--- config.mk ---
export PLATFORM = sky130hd
export DESIGN_NAME = alu_sequencer_flat
export DESIGN_NICKNAME = d
export VERILOG_FILES = /design/src/rtl/alu_sequencer_if.sv /design/src/rtl/alu_sequencer.sv /design/src/flat_wrapper.sv
export SDC_FILE = /design/constraint.sdc
export NUM_CORES = 1
export LEC_CHECK = 0
export BUFFER_PORTS_ARGS = -buffer_cell sky130_fd_sc_hd__clkbuf_2
export CORE_MARGIN = 2
export CORE_UTILIZATION = 43
export DETAILED_ROUTE_END_ITERATION = 16
export HOLD_SLACK_MARGIN = 0.15
export PLACE_DENSITY = 0.76
export SETUP_SLACK_MARGIN = 0.4
export SLEW_MARGIN = 0
export SYNTH_ARGS = -nofsm -noshare
export SYNTH_HDL_FRONTEND = slang
export SYNTH_SLANG_ARGS = --single-unit
export TNS_END_PERCENT = 5
--- constraint.sdc ---
create_clock -name clk -period 1.7 [get_ports clk]
set_clock_uncertainty 0.1 [all_clocks]
set_input_delay 0.17 -clock clk [delete_from_list [all_inputs] [get_ports clk]]
set_output_delay 0.17 -clock clk [all_outputs]
set_load 0.05 [all_outputs]
--- src/rtl/alu_sequencer_if.sv ---
// Command handshake bundle for alu_sequencer.
// The master issues commands; the sequencer (slave) accepts them.
interface alu_sequencer_if;
    logic       cmd_valid;
    logic       cmd_ready;
    logic [3:0] cmd_op;
    logic [3:0] cmd_rdest;
    logic [3:0] cmd_rsrc;
    logic [7:0] cmd_imm;
    logic       cmd_imm_mode;
    logic       cmd_set_flags;

    modport master (
        output cmd_valid,
        output cmd_op,
        output cmd_rdest,
        output cmd_rsrc,
        output cmd_imm,
        output cmd_imm_mode,
        output cmd_set_flags,
        input  cmd_ready
    );

    modport slave (
        input  cmd_valid,
        input  cmd_op,
        input  cmd_rdest,
        input  cmd_rsrc,
        input  cmd_imm,
        input  cmd_imm_mode,
        input  cmd_set_flags,
        output cmd_ready
    );
endinterface

--- src/rtl/alu_sequencer.sv ---
// Sequences one command through register read, ALU pass(es) and writeback.
// ALU_SEQ_MULTISHIFT_EN enables the multi-pass SHIFT state for LSH.
module alu_sequencer (
    input  logic                  clk,
    input  logic                  reset_n,
    alu_sequencer_if.slave        cmd,
    output logic [3:0]            rf_raddr_a,
    output logic [3:0]            rf_raddr_b,
    input  logic [15:0]           rf_rdata_a,
    input  logic [15:0]           rf_rdata_b,
    output logic                  rf_we,
    output logic [3:0]            rf_waddr,
    output logic [15:0]           rf_wdata,
    output logic [15:0]           alu_a,
    output logic [15:0]           alu_b,
    output logic [3:0]            alu_op,
    output logic                  alu_imm_mode,
    output logic                  alu_carry_in,
    output logic                  alu_update_flags,
    input  logic [15:0]           alu_result,
    input  logic [4:0]            alu_flags,
    output logic [4:0]            psr,
    output logic                  busy,
    output logic                  done
);

    localparam logic [3:0] OP_LSH = 4'b0100;
    localparam logic [3:0] OP_CMP = 4'b1011;

`ifdef ALU_SEQ_MULTISHIFT_EN
    typedef enum logic [2:0] {IDLE, READ, EXEC, SHIFT, WB} state_t;
`else
    typedef enum logic [2:0] {IDLE, READ, EXEC, WB} state_t;
`endif

    state_t      state_q, state_d;
    logic [3:0]  op_q, op_d;
    logic [3:0]  rdest_q, rdest_d;
    logic [3:0]  rsrc_q, rsrc_d;
    logic [7:0]  imm_q, imm_d;
    logic        imm_mode_q, imm_mode_d;
    logic        set_flags_q, set_flags_d;
    logic [15:0] opa_q, opa_d;
    logic [15:0] opb_q, opb_d;
    logic [15:0] res_q, res_d;
    logic [4:0]  flags_q, flags_d;
    logic [4:0]  psr_q, psr_d;
    logic        supported;
    logic        is_lsh;
    logic [15:0] b_sel;
`ifdef ALU_SEQ_MULTISHIFT_EN
    logic [3:0]  cnt_q, cnt_d;
    logic        dir_q, dir_d;
    logic [3:0]  amt;
`endif

    always_comb begin
        unique case (op_q)
            4'b0001, 4'b0010, 4'b0011, 4'b0100,
            4'b0101, 4'b1001, 4'b1011, 4'b1101,
            4'b1111: supported = 1'b1;
            default: supported = 1'b0;
        endcase
    end

    assign is_lsh = (op_q == OP_LSH);
    assign b_sel  = imm_mode_q ? {{8{imm_q[7]}}, imm_q} : rf_rdata_b;
`ifdef ALU_SEQ_MULTISHIFT_EN
    // Magnitude of a negative amount is the 4-bit two's complement.
    assign amt = b_sel[15] ? (4'd0 - b_sel[3:0]) : b_sel[3:0];
`endif

    assign cmd.cmd_ready = (state_q == IDLE);
    assign busy          = (state_q != IDLE);
    assign done          = (state_q == WB);
    assign psr           = psr_q;
    assign rf_raddr_a    = rdest_q;
    assign rf_raddr_b    = rsrc_q;
    assign rf_waddr      = rdest_q;
    assign rf_wdata      = res_q;
    assign rf_we         = (state_q == WB) && supported && (op_q != OP_CMP);

    always_comb begin
        alu_a            = '0;
        alu_b            = '0;
        alu_op           = '0;
        alu_imm_mode     = 1'b0;
        alu_carry_in     = 1'b0;
        alu_update_flags = 1'b0;
        if (state_q == EXEC) begin
            alu_a            = opa_q;
            alu_b            = opb_q;
            alu_op           = op_q;
            alu_imm_mode     = imm_mode_q;
            alu_carry_in     = psr_q[4];
            alu_update_flags = 1'b1;
`ifndef ALU_SEQ_MULTISHIFT_EN
            // Single +/-1 pass; zero amount counts as a left shift.
            if (is_lsh) begin
                alu_imm_mode = 1'b0;
                alu_b        = opb_q[15] ? 16'hFFFF : 16'h0001;
            end
`endif
        end
`ifdef ALU_SEQ_MULTISHIFT_EN
        if (state_q == SHIFT) begin
            alu_a            = res_q;
            alu_b            = dir_q ? 16'hFFFF : 16'h0001;
            alu_op           = OP_LSH;
            alu_carry_in     = psr_q[4];
            alu_update_flags = 1'b1;
        end
`endif
    end

    always_comb begin
        state_d     = state_q;
        op_d        = op_q;
        rdest_d     = rdest_q;
        rsrc_d      = rsrc_q;
        imm_d       = imm_q;
        imm_mode_d  = imm_mode_q;
        set_flags_d = set_flags_q;
        opa_d       = opa_q;
        opb_d       = opb_q;
        res_d       = res_q;
        flags_d     = flags_q;
        psr_d       = psr_q;
`ifdef ALU_SEQ_MULTISHIFT_EN
        cnt_d       = cnt_q;
        dir_d       = dir_q;
`endif
        unique case (state_q)
            IDLE: begin
                if (cmd.cmd_valid) begin
                    op_d        = cmd.cmd_op;
                    rdest_d     = cmd.cmd_rdest;
                    rsrc_d      = cmd.cmd_rsrc;
                    imm_d       = cmd.cmd_imm;
                    imm_mode_d  = cmd.cmd_imm_mode;
                    set_flags_d = cmd.cmd_set_flags;
                    state_d     = READ;
                end
            end
            READ: begin
                opa_d   = rf_rdata_a;
                opb_d   = b_sel;
                state_d = EXEC;
`ifdef ALU_SEQ_MULTISHIFT_EN
                if (is_lsh) begin
                    res_d = rf_rdata_a;
                    cnt_d = amt;
                    dir_d = b_sel[15];
                    if (amt == 4'd0) begin
                        flags_d = {3'b000, rf_rdata_a == 16'h0000, 1'b0};
                        state_d = WB;
                    end else begin
                        state_d = SHIFT;
                    end
                end
`endif
            end
            EXEC: begin
                res_d   = alu_result;
                flags_d = alu_flags;
                state_d = WB;
            end
`ifdef ALU_SEQ_MULTISHIFT_EN
            SHIFT: begin
                res_d   = alu_result;
                flags_d = alu_flags;
                cnt_d   = cnt_q - 4'd1;
                if (cnt_q == 4'd1) begin
                    state_d = WB;
                end
            end
`endif
            WB: begin
                if (set_flags_q && supported) begin
                    psr_d = flags_q;
                end
                state_d = IDLE;
            end
            default: state_d = IDLE;
        endcase
    end

    always_ff @(posedge clk or negedge reset_n) begin
        if (!reset_n) begin
            state_q     <= IDLE;
            op_q        <= '0;
            rdest_q     <= '0;
            rsrc_q      <= '0;
            imm_q       <= '0;
            imm_mode_q  <= 1'b0;
            set_flags_q <= 1'b0;
            opa_q       <= '0;
            opb_q       <= '0;
            res_q       <= '0;
            flags_q     <= '0;
            psr_q       <= '0;
`ifdef ALU_SEQ_MULTISHIFT_EN
            cnt_q       <= '0;
            dir_q       <= 1'b0;
`endif
        end else begin
            state_q     <= state_d;
            op_q        <= op_d;
            rdest_q     <= rdest_d;
            rsrc_q      <= rsrc_d;
            imm_q       <= imm_d;
            imm_mode_q  <= imm_mode_d;
            set_flags_q <= set_flags_d;
            opa_q       <= opa_d;
            opb_q       <= opb_d;
            res_q       <= res_d;
            flags_q     <= flags_d;
            psr_q       <= psr_d;
`ifdef ALU_SEQ_MULTISHIFT_EN
            cnt_q       <= cnt_d;
            dir_q       <= dir_d;
`endif
        end
    end

endmodule

--- src/flat_wrapper.sv ---
// flat-port wrapper written by rule: the top's interface ports become plain ports
module alu_sequencer_flat 
  (clk, reset_n, rf_raddr_a, rf_raddr_b, rf_rdata_a, rf_rdata_b, rf_we, rf_waddr, rf_wdata, alu_a, alu_b, alu_op, alu_imm_mode, alu_carry_in, alu_update_flags, alu_result, alu_flags, psr, busy, done, cmd_cmd_valid, cmd_cmd_op, cmd_cmd_rdest, cmd_cmd_rsrc, cmd_cmd_imm, cmd_cmd_imm_mode, cmd_cmd_set_flags, cmd_cmd_ready);
  alu_sequencer_if cmd_i ();
  input  logic clk;
  input  logic reset_n;
  output logic [3:0] rf_raddr_a;
  output logic [3:0] rf_raddr_b;
  input  logic [15:0] rf_rdata_a;
  input  logic [15:0] rf_rdata_b;
  output logic rf_we;
  output logic [3:0] rf_waddr;
  output logic [15:0] rf_wdata;
  output logic [15:0] alu_a;
  output logic [15:0] alu_b;
  output logic [3:0] alu_op;
  output logic alu_imm_mode;
  output logic alu_carry_in;
  output logic alu_update_flags;
  input  logic [15:0] alu_result;
  input  logic [4:0] alu_flags;
  output logic [4:0] psr;
  output logic busy;
  output logic done;
  input wire logic [$bits(cmd_i.cmd_valid)-1:0] cmd_cmd_valid;
  input wire logic [$bits(cmd_i.cmd_op)-1:0] cmd_cmd_op;
  input wire logic [$bits(cmd_i.cmd_rdest)-1:0] cmd_cmd_rdest;
  input wire logic [$bits(cmd_i.cmd_rsrc)-1:0] cmd_cmd_rsrc;
  input wire logic [$bits(cmd_i.cmd_imm)-1:0] cmd_cmd_imm;
  input wire logic [$bits(cmd_i.cmd_imm_mode)-1:0] cmd_cmd_imm_mode;
  input wire logic [$bits(cmd_i.cmd_set_flags)-1:0] cmd_cmd_set_flags;
  output wire logic [$bits(cmd_i.cmd_ready)-1:0] cmd_cmd_ready;
  assign cmd_i.cmd_valid = cmd_cmd_valid;
  assign cmd_i.cmd_op = cmd_cmd_op;
  assign cmd_i.cmd_rdest = cmd_cmd_rdest;
  assign cmd_i.cmd_rsrc = cmd_cmd_rsrc;
  assign cmd_i.cmd_imm = cmd_cmd_imm;
  assign cmd_i.cmd_imm_mode = cmd_cmd_imm_mode;
  assign cmd_i.cmd_set_flags = cmd_cmd_set_flags;
  assign cmd_cmd_ready = cmd_i.cmd_ready;
  alu_sequencer u_core (.clk(clk), .reset_n(reset_n), .cmd(cmd_i), .rf_raddr_a(rf_raddr_a), .rf_raddr_b(rf_raddr_b), .rf_rdata_a(rf_rdata_a), .rf_rdata_b(rf_rdata_b), .rf_we(rf_we), .rf_waddr(rf_waddr), .rf_wdata(rf_wdata), .alu_a(alu_a), .alu_b(alu_b), .alu_op(alu_op), .alu_imm_mode(alu_imm_mode), .alu_carry_in(alu_carry_in), .alu_update_flags(alu_update_flags), .alu_result(alu_result), .alu_flags(alu_flags), .psr(psr), .busy(busy), .done(done));
endmodule
==> flow_metrics.env, run 1 <==
export IMPL_slowest_stage="or4b_4"
export IMPL_grt_max_degree=45
export IMPL_synth_warning_count=0
export IMPL_hold_viol_final=0
export IMPL_clk_pin_slew_ns=0.08
export IMPL_area_growth_pct=73.78
export IMPL_r2r_cells=5
export IMPL_final_period_utilization=1.252
export IMPL_synth_top_area_frac=0.5615
export IMPL_setup_slack_ns=-0.4291
export IMPL_slowest_delay_ns=0.57
export IMPL_fmax_ghz=0.4697
export IMPL_p_per_area_mw_per_mm2=2245
export IMPL_cts_tree="built"
export IMPL_cp_data_arrival_time_ns=1.86
export IMPL_crit_family="simple AND/OR/NAND/NOR gates"
export IMPL_setup_viol=40
export IMPL_wl_per_cell_um=16.75
export IMPL_syn_nets=378
export IMPL_peakVddDrop_mv=1.717
export IMPL_crit_fanout=8
export IMPL_rsz0062_at_grt="yes"
export IMPL_ys_flop_type="dfrtp_1"
export IMPL_syn_avg_cell_area_um2=12.35
export IMPL_finalWirelength_um=10770
export IMPL_crit_buf_inv=2
export IMPL_vias=3163
export IMPL_status="finished, violations left"
export IMPL_globalRouteOverflowTotal=0
export IMPL_fp_coreArea_mm2=0.008217
export IMPL_maxCapViolations=0
export IMPL_postSynthCellCount=296
export IMPL_synth_area_leaders="dfrtp_1 56%, mux2_2 20%, and2_1 3.8%"
export IMPL_die_w_um=96.19
export IMPL_min_period_ns=2.129
export IMPL_cts_buffer_depth=2
export IMPL_crit_required_ns=1.43
export IMPL_synth_seq_area_share=0.5615
export IMPL_path_class="reg -> out"
export IMPL_antenna_found_initial=1
export IMPL_grt_pass1_wl_um=16970
export IMPL_finalNetCount=615
export IMPL_viasPerCell=4.919
export IMPL_insertion_delay_ns=0.35
export IMPL_hp_class="in -> async"
export IMPL_ys_types=29
export IMPL_cts_sinks=82
export IMPL_finalMaxSlewViolations=0
export IMPL_die_y_um=96.19
export IMPL_io_pins=154
export IMPL_worstPathCellList="or4b_4 -> buf_6 -> nand2_1 -> a21boi_4 -> clkbuf_8"
export IMPL_grt_pass1_vias=3508
export IMPL_globalplace_congestion=0.7716
export IMPL_yosys_register_bits=82
export IMPL_h_tree_depth=3
export IMPL_p_leak_nw=2.946
export IMPL_yosysTopAreaCell="dfrtp_1"
export IMPL_drcViolationCount=0
export IMPL_worstMarginPinSlew_ns=0.4375
export IMPL_drive_above_1_share=0.5493
export IMPL_first_pass_iters=4
export IMPL_slew_headroom=0.7083
export IMPL_numCtsBuffers=9
export IMPL_synth_edf_count=0
export IMPL_root_buffer="clkbuf_8"
export IMPL_reg2reg_slack_ns=0.03
export IMPL_port_buffers=153
export IMPL_cp_end_kind="primary output"
export IMPL_syn_area_mm2=0.003655
export IMPL_cp_depth=5
export IMPL_placed_area_mm2=0.004856
export IMPL_worstSetupStartpointType="register"
export IMPL_ant_nets=0
export IMPL_track_usage=0.2473
export IMPL_violations="negative setup slack"
export IMPL_design_area_mm2=0.006351
export IMPL_crit_start="u_core.op_q[0]"
export IMPL_final_util=0.7730
export IMPL_rows=33
export IMPL_start_util=0.4448
export IMPL_drt_iter0_drc=88
export IMPL_dieArea_mm2=0.009253
export IMPL_synthArstFlopShare=1.000
export IMPL_hpwl_um=5953
export IMPL_r2r_start="u_core.op_q[1]"
==> layout make-up <==
| cell class | count | area, um2 |
|---|---|---|
| Tap cell | 105 | 131.4 |
| Clock buffer | 10 | 137.6 |
| Sequential cell | 82 | 2052 |
| Antenna cell | 1 | 2.502 |
| Inverter | 4 | 15.01 |
| Clock inverter | 5 | 62.56 |
| Multi-Input combinational cell | 186 | 1709 |
| Timing Repair Buffer | 250 | 2241 |
| Fill cell | 495 | 1866 |
==> worst register-to-register path, cell delays in order, from the launching register on <==
cell       delay (ns)
dfrtp_1          0.41
buf_4            0.17
o21ba_2          0.22
o2111ai_2        0.17
buf_6            0.15
mux2_2           0.35
==> metal layers <==
layer | vias to the layer above | GRT usage | routed length, um
met5 | - | 0 | 0
met4 | 0 | 0.07262 | 135
met3 | 13 | 0.08066 | 751
met2 | 122 | 0.4468 | 5741
met1 | 1546 | 0.2762 | 4144
li1 | 1482 | - | -
==> final timing paths <==
check,endpoint
worst min register to register,u_core.rf_raddr_b[2]
worst min-delay path,u_core.rf_wdata[7]
max in group asynchronous,u_core.psr[2]
min in group clk,u_core.set_flags_q
worst max register to register,u_core.psr[1]
worst max-delay path,alu_b[12]
==> layout by cell type (no fill, tap or decap), types with 2 or more instances in the layout <==
cell type | netlist | layout
dfrtp_1 | 82 | 82
dlygate4sd3_1 | 0 | 77
clkbuf_2 | 1 | 77
mux2_2 | 64 | 64
clkbuf_8 | 0 | 38
a21oi_1 | 26 | 26
nor2_1 | 19 | 19
buf_4 | 4 | 17
clkbuf_4 | 0 | 16
a21boi_4 | 0 | 14
and2_1 | 22 | 14
buf_8 | 0 | 11
buf_2 | 2 | 10
buf_12 | 0 | 9
nand2_1 | 17 | 8
nand2_2 | 0 | 7
mux2i_1 | 7 | 7
and2_4 | 0 | 6
buf_6 | 2 | 5
and2_2 | 1 | 3
ha_2 | 0 | 3
nand2_4 | 0 | 2
o21a_1 | 2 | 2
inv_2 | 0 | 2
clkinvlp_4 | 0 | 2
==> flip-flops by register name, summed over array words and instances, names as in the netlist, 4 cells and up <==
register	cells
u_core.opa_q	16
u_core.flags_q	5
u_core.rf_raddr_a	4
u_core.op_q	4
u_core.opb_q	16
u_core.imm_q	8
u_core.psr	5
u_core.rf_raddr_b	4
u_core.rf_wdata	16
==> cells in the mapped netlist (2+ instances only) <==
cell,number
a21boi_0,6
a21boi_1,9
a21oi_1,26
and2_1,22
buf_1,4
buf_2,2
buf_4,4
buf_6,2
clkbuf_1,11
dfrtp_1,82
ha_1,4
inv_1,3
mux2_2,64
mux2i_1,7
nand2_1,17
nor2_1,19
o21a_1,2
==> repair_timing <==
item,in CTS,in global routing
pin swaps,1,2
setup buffers,2,1
cloned,1,0
endpoints found under the hold margin,159,0
hold buffers,77,0
resized for setup,104,75
endpoints found under the setup margin,128,156
==> through the flow <==
step / setup TNS, ns / hold slack, ns / setup slack [ns] / total power (W) / cells
final: -10.38 / 0.2000 / -0.4291 / 0.01426 / 643
after global routing: -13.46 / 0.2113 / -0.4904 / 0.01494 / 643
after CTS: -10.94 / 0.1825 / -0.4312 / 0.01387 / 641
after detailed placement: -2.045 / 0.03381 / -0.1516 / 0.01135 / 546
after global placement: -1.377 / 0.02958 / -0.09613 / 0.01117 / 546
after floorplan: -2.635 / -0.2256 / -0.06491 / 0.009613 / 296
==> report_power, final <==
group	internal, W	total (W)	switching (W)
logic	0.00384	0.00919	0.00536
registers	0.00297	0.00362	0.000651
clock network	0.000718	0.00144	0.000722
==> kinds of logic (layout without fill, tap and decap cells) <==
logic type,count (synthesis),count (layout),share of synthesized area
flip-flops,82,82,0.5615
multiplexers,71,71,0.2164
AND/OR/NAND/NOR,63,63,0.08730
AO/OA/AOI/OAI,47,47,0.08079
buffers and inverters,28,269,0.03800
adder cells (fa/ha/maj),4,4,0.01369
XOR/XNOR,1,1,0.002397
other,0,1,0
Power figures use the tool's default switching activity.
==> run 2: changes to the inputs <==
Settings changed: RECOVER_POWER set to 50.
==> run 2 against run 1 <==
Against the previous run:
- sequential power hardly changed
- final area is 1.0% lower
- utilization is 0.78 points lower
- the flow still finishes with violations (negative setup slack)
- count of clock-buffer cells in the layout stayed put
- highest routed layer unchanged
- routed wire length is 0.27% higher
- hold slack better by 0.066 ns
- non-clock buffer count stayed put
- first-iteration DRC count is 20% lower
- register-to-register slack hardly changed
- critical path depth stayed put
- maximum frequency is 0.14% lower
- final cell count stayed put
==> flow_metrics.env, run 2 (synthesis results as in run 1) <==
export IMPL_placedCellCount=546
export IMPL_fin_hold_ws_ns=0.2657
export IMPL_h_tree_depth=3
export IMPL_fmax_ghz=0.4690
export IMPL_drt_iter0_drc=70
export IMPL_globalplace_congestion=0.7716
export IMPL_grt_max_degree=45
export IMPL_status="finished, violations left"
export IMPL_io_pins=154
export IMPL_globalRouteOverflowTotal=0
export IMPL_cts_sinks=82
export IMPL_dieArea_mm2=0.009253
export IMPL_viasPerCell=4.894
export IMPL_hp_class="in -> reg"
export IMPL_die_y_um=96.19
export IMPL_finalWirelength_um=10800
export IMPL_drcViolationCount=0
export IMPL_worstPathCellList="or4b_4 -> buf_6 -> nand2_1 -> a21boi_4 -> clkbuf_8"
export IMPL_wl_per_cell_um=16.80
export IMPL_final_common_cell="dfrtp_1"
export IMPL_numCtsBuffers=9
export IMPL_antenna_found_initial=1
export IMPL_ant_nets=0
export IMPL_hold_viol_final=0
export IMPL_crit_family="simple AND/OR/NAND/NOR gates"
export IMPL_crit_fanout=8
export IMPL_clk_pin_slew_ns=0.09
export IMPL_root_buffer="clkbuf_8"
export IMPL_cp_depth=5
export IMPL_peakVddDrop_mv=1.686
export IMPL_violations="negative setup slack"
export IMPL_reg2reg_slack_ns=0.03
export IMPL_first_pass_iters=4
export IMPL_setup_slack_ns=-0.4321
export IMPL_final_period_utilization=1.254
export IMPL_port_buffers=153
export IMPL_cts_tree="built"
export IMPL_r2r_start="u_core.op_q[1]"
export IMPL_cp_data_arrival_time_ns=1.86
export IMPL_min_period_ns=2.132
export IMPL_setup_viol=40
export IMPL_die_w_um=96.19
export IMPL_area_growth_pct=72.03
export IMPL_r2r_end="u_core.psr[1]"
export IMPL_hp_start="cmd_cmd_valid"
export IMPL_grt_pass1_wl_um=16970
export IMPL_maxCapViolations=0
export IMPL_start_util=0.4448
export IMPL_p_per_area_mw_per_mm2=2248
export IMPL_rows=33
export IMPL_crit_required_ns=1.43
export IMPL_insertion_delay_ns=0.35
export IMPL_path_class="reg -> out"
export IMPL_hold_path_end="u_core.op_q[3]"
export IMPL_finalMaxSlewViolations=0
export IMPL_finalNetCount=615
export IMPL_layout_cells_non_filler=643
export IMPL_p_leak_nw=2.890
export IMPL_fp_coreArea_mm2=0.008217
export IMPL_grt_pass1_vias=3508
export IMPL_r2r_cells=5
export IMPL_worstMarginPinSlew_ns=0.8006
export IMPL_whs_path_depth=4
export IMPL_cp_end_kind="primary output"
export IMPL_crit_buf_inv=2
export IMPL_cts_buffer_depth=2
export IMPL_vias=3147
export IMPL_slew_headroom=0.4663
export IMPL_track_usage=0.2473
export IMPL_drive_above_1_share=0.5214
export IMPL_hpwl_um=5953
export IMPL_worstSetupStartpointType="register"
export IMPL_slowest_delay_ns=0.57
export IMPL_final_cell_mix="82 x dfrtp_1, 78 x clkbuf_2, 77 x dlygate4sd3_1, 64 x mux2_2, 38 x clkbuf_8"
export IMPL_pre_cts_slack_ns=-0.1516
export IMPL_rsz0062_at_grt="yes"
export IMPL_slowest_stage="or4b_4"
-- run 2: cell types whose count changed in the layout (fill, tap and decap cells not counted) --
cell | previous run | this run
clkbuf_4 | 16 | 8
clkbuf_2 | 77 | 78
buf_12 | 9 | 8
buf_4 | 17 | 13
buf_2 | 10 | 7
clkbuf_1 | 0 | 15
-- run 2: repair_timing --
action | 4_1_cts | 5_1_grt
endpoints found under the hold margin | 159 | 0
hold buffers | 77 | 0
setup endpoints to repair | 128 | 156
gates resized for setup | 104 | 75
pin swaps | 1 | 2
setup buffers | 2 | 1
gates cloned | 1 | 0
-- run 2: worst min-delay path: stages --
cell and delay (ns):
clkbuf_2 0.10, nand2_2 0.08, buf_12 0.17, mux2_2 0.16
-- run 2: area by class of cell --
| cell class | count | area (um2) |
|---|---|---|
| Fill cell | 518 | 1929 |
| Clock inverter | 5 | 62.56 |
| Antenna cell | 1 | 2.502 |
| Clock buffer | 10 | 137.6 |
| Sequential cell | 82 | 2052 |
| Tap cell | 105 | 131.4 |
| Inverter | 4 | 15.01 |
| Timing Repair Buffer | 250 | 2177 |
| Multi-Input combinational cell | 186 | 1709 |
-- run 2: stage by stage --
stage,power [W],instance area [um2],TNS (ns),util
3_3_place_gp,0.01117,4856,-1.377,0.5910
5_1_grt,0.01481,6287,-15.34,0.7652
2_1_floorplan,0.009613,3886,-2.635,-
6_report,0.01414,6287,-10.45,0.7652
4_1_cts,0.01387,6261,-10.94,0.7620
3_5_place_dp,0.01135,4856,-2.045,0.5910
-- run 2: routing by layer --
layer,global-route usage,wire [um],vias to the layer above
met4,0.07262,143,0
met1,0.2762,4198,1534
met5,0,0,-
met2,0.4468,5733,113
met3,0.08066,726,17
li1,-,-,1483
-- run 2: power breakdown --
group | leakage (nW) | switching [W] | internal, W
sequential | 0.955 | 0.000656 | 0.00297
combinational | 1.84 | 0.00536 | 0.00371
clock | 0.0950 | 0.000720 | 0.000718
-- run 2: worst max path at each step --
stage	from	to	slack, ns
floorplan	u_core.op_q[0]	alu_b[10]	-0.06
global route	u_core.op_q[0]	alu_b[10]	-0.49
global placement	u_core.op_q[0]	alu_b[2]	-0.1
CTS	u_core.op_q[1]	alu_b[12]	-0.43
finish	u_core.op_q[0]	alu_b[12]	-0.43
detailed placement	u_core.op_q[0]	alu_b[6]	-0.15
==> run 3: changes to the inputs <==
Settings changed: SETUP_SLACK_MARGIN 0.4 to 0.15.
==> run 3 against run 2 <==
Against the previous run:
- the run still ends with negative setup slack left
- critical path depth shrank 1
- flip-flop and latch count is the same
- final area rose by 0.60%
- sequential share of layout area is 0.19 points lower
- power increased by 0.36%
- non-clock buffer count grew 2
- combinational power is 1% higher
- die area did not move
- register-to-register slack better by 0.02 ns
- hold slack better by 0.14 ns
- routed wire length rose by 3.2%
- clock power is 4% lower
==> flow_metrics.env, run 3 (synthesis results as in run 1) <==
export IMPL_min_period_ns=2.115
export IMPL_worstMarginPinSlew_ns=0.6881
export IMPL_setup_slack_ns=-0.4146
export IMPL_antenna_found_initial=0
export IMPL_finalMaxSlewViolations=0
export IMPL_diodes=0
export IMPL_cp_data_arrival_time_ns=1.84
export IMPL_p_int_w=0.007408
export IMPL_p_leak_nw=2.908
export IMPL_vias=3188
export IMPL_port_buffers=153
export IMPL_hold_viol_final=0
export IMPL_cts_buffer_depth=2
export IMPL_p_seq_frac=0.257
export IMPL_hp_class="reg -> reg"
export IMPL_grt_pass1_vias=3368
export IMPL_root_buffer="clkbuf_8"
export IMPL_grt_max_degree=50
export IMPL_finalNetCount=617
export IMPL_final_setup_tns_ns=-10.44
export IMPL_fmax_ghz=0.4729
export IMPL_peakVddDrop_mv=1.582
export IMPL_placedCellCount=549
export IMPL_status="finished, violations left"
export IMPL_ant_nets=0
export IMPL_wl_per_cell_um=17.28
export IMPL_setup_viol=40
export IMPL_globalRouteOverflowTotal=0
export IMPL_drive_above_1_share=0.5204
export IMPL_final_cell_mix="95 x clkbuf_2, 82 x dfrtp_1, 77 x dlygate4sd3_1, 64 x mux2_2, 30 x clkbuf_8"
export IMPL_final_period_utilization=1.244
export IMPL_area_growth_pct=73.06
export IMPL_drt_iter0_drc=148
export IMPL_p_comb_frac=0.646
export IMPL_viasPerCell=4.943
export IMPL_p_sw_w=0.006780
export IMPL_pre_cts_slack_ns=-0.1381
export IMPL_dieArea_mm2=0.009253
export IMPL_violations="negative setup slack"
export IMPL_track_usage=0.2495
export IMPL_die_w_um=96.19
export IMPL_multi_input_area_mm2=0.001717
export IMPL_clk_pin_slew_ns=0.08
export IMPL_start_util=0.4448
export IMPL_worstSetupStartpointType="register"
export IMPL_globalplace_congestion=0.7299
export IMPL_hpwl_um=5941
export IMPL_crit_required_ns=1.43
export IMPL_drcViolationCount=0
export IMPL_finalWirelength_um=11150
export IMPL_swShare=0.4779
export IMPL_insertion_delay_ns=0.35
export IMPL_io_pins=154
export IMPL_cts_tree="built"
export IMPL_rsz0062_at_grt="yes"
export IMPL_first_pass_iters=4
export IMPL_fillers=513
export IMPL_final_seq_area_mm2=0.002052
export IMPL_clock_power_share=0.097
export IMPL_fp_coreArea_mm2=0.008217
export IMPL_rows=33
export IMPL_cp_end_kind="primary output"
export IMPL_final_common_cell="clkbuf_2"
export IMPL_layout_cells_non_filler=645
export IMPL_maxCapViolations=0
export IMPL_numCtsBuffers=9
export IMPL_p_per_area_mw_per_mm2=2243
export IMPL_placed_area_mm2=0.004891
export IMPL_h_tree_depth=3
export IMPL_design_area_mm2=0.006325
export IMPL_path_class="reg -> out"
export IMPL_cts_sinks=82
export IMPL_crit_fanout=7
export IMPL_grt_pass1_wl_um=17060
export IMPL_die_y_um=96.19
export IMPL_slew_headroom=0.5412
[run 3: worst max-delay path, stage by stage (launching register included)]
cell	delay [ns]
dfrtp_1	0.43
or4b_4	0.57
buf_8	0.17
and3_4	0.17
clkbuf_16	0.16
[run 3: final timing paths]
path / startpoint / endpoint / slack, ns / cells after the start
min in group asynchronous: reset_n / u_core.opb_q[3] / 0.50 / 3
max in group asynchronous: reset_n / u_core.opb_q[0] / 0.46 / 3
worst min-delay path: u_core.imm_q[7] / u_core.imm_q[7] / 0.41 / 1
worst max-delay path: u_core.op_q[0] / alu_imm_mode / -0.41 / 4
worst min register to register: u_core.imm_q[7] / u_core.imm_q[7] / 0.41 / 1
worst max register to register: u_core.op_q[1] / u_core.psr[1] / 0.05 / 5
[run 3: power by group through the flow]
stage | clock network [W] | registers, W | logic (W)
floorplan | 0 | 0.00469 | 0.00493
global placement | 0 | 0.00352 | 0.00769
detailed placement | 0 | 0.00356 | 0.00783
CTS | 0.00140 | 0.00358 | 0.00895
global route | 0.00152 | 0.00375 | 0.00960
finish | 0.00138 | 0.00364 | 0.00917
[run 3: layout make-up]
cell class | count | area share
Clock buffer | 12 | 0.02137
Sequential cell | 82 | 0.3244
Inverter | 4 | 0.002374
Tap cell | 105 | 0.02077
Clock inverter | 4 | 0.008111
Multi-Input combinational cell | 186 | 0.2714
Timing Repair Buffer | 252 | 0.3515
[run 3: per-layer routing]
| metal | track usage | routed length [um] |
|---|---|---|
| met5 | 0 | 0 |
| met4 | 0.1024 | 296 |
| met3 | 0.06108 | 644 |
| met2 | 0.4525 | 6002 |
| met1 | 0.2776 | 4202 |
[run 3: per-stage QoR]
stage / util / hold WS (ns) / total power [W]
finish: 0.7698 / 0.4060 / 0.01419
detailed placement: 0.5952 / -0.06286 / 0.01139
global route: 0.7698 / 0.4102 / 0.01486
global placement: 0.5952 / -0.06969 / 0.01121
floorplan: - / -0.2256 / 0.009613
CTS: 0.7714 / 0.2729 / 0.01393
[run 3: repair_timing]
| item | in CTS | in global routing |
|---|---|---|
| gates cloned | 1 | 0 |
| endpoints found under the setup margin | 70 | 90 |
| gates resized for setup | 113 | 18 |
| endpoints found under the hold margin | 159 | 0 |
| setup buffers | 0 | 1 |
| pin swaps | 2 | 3 |
| hold buffers | 78 | 0 |
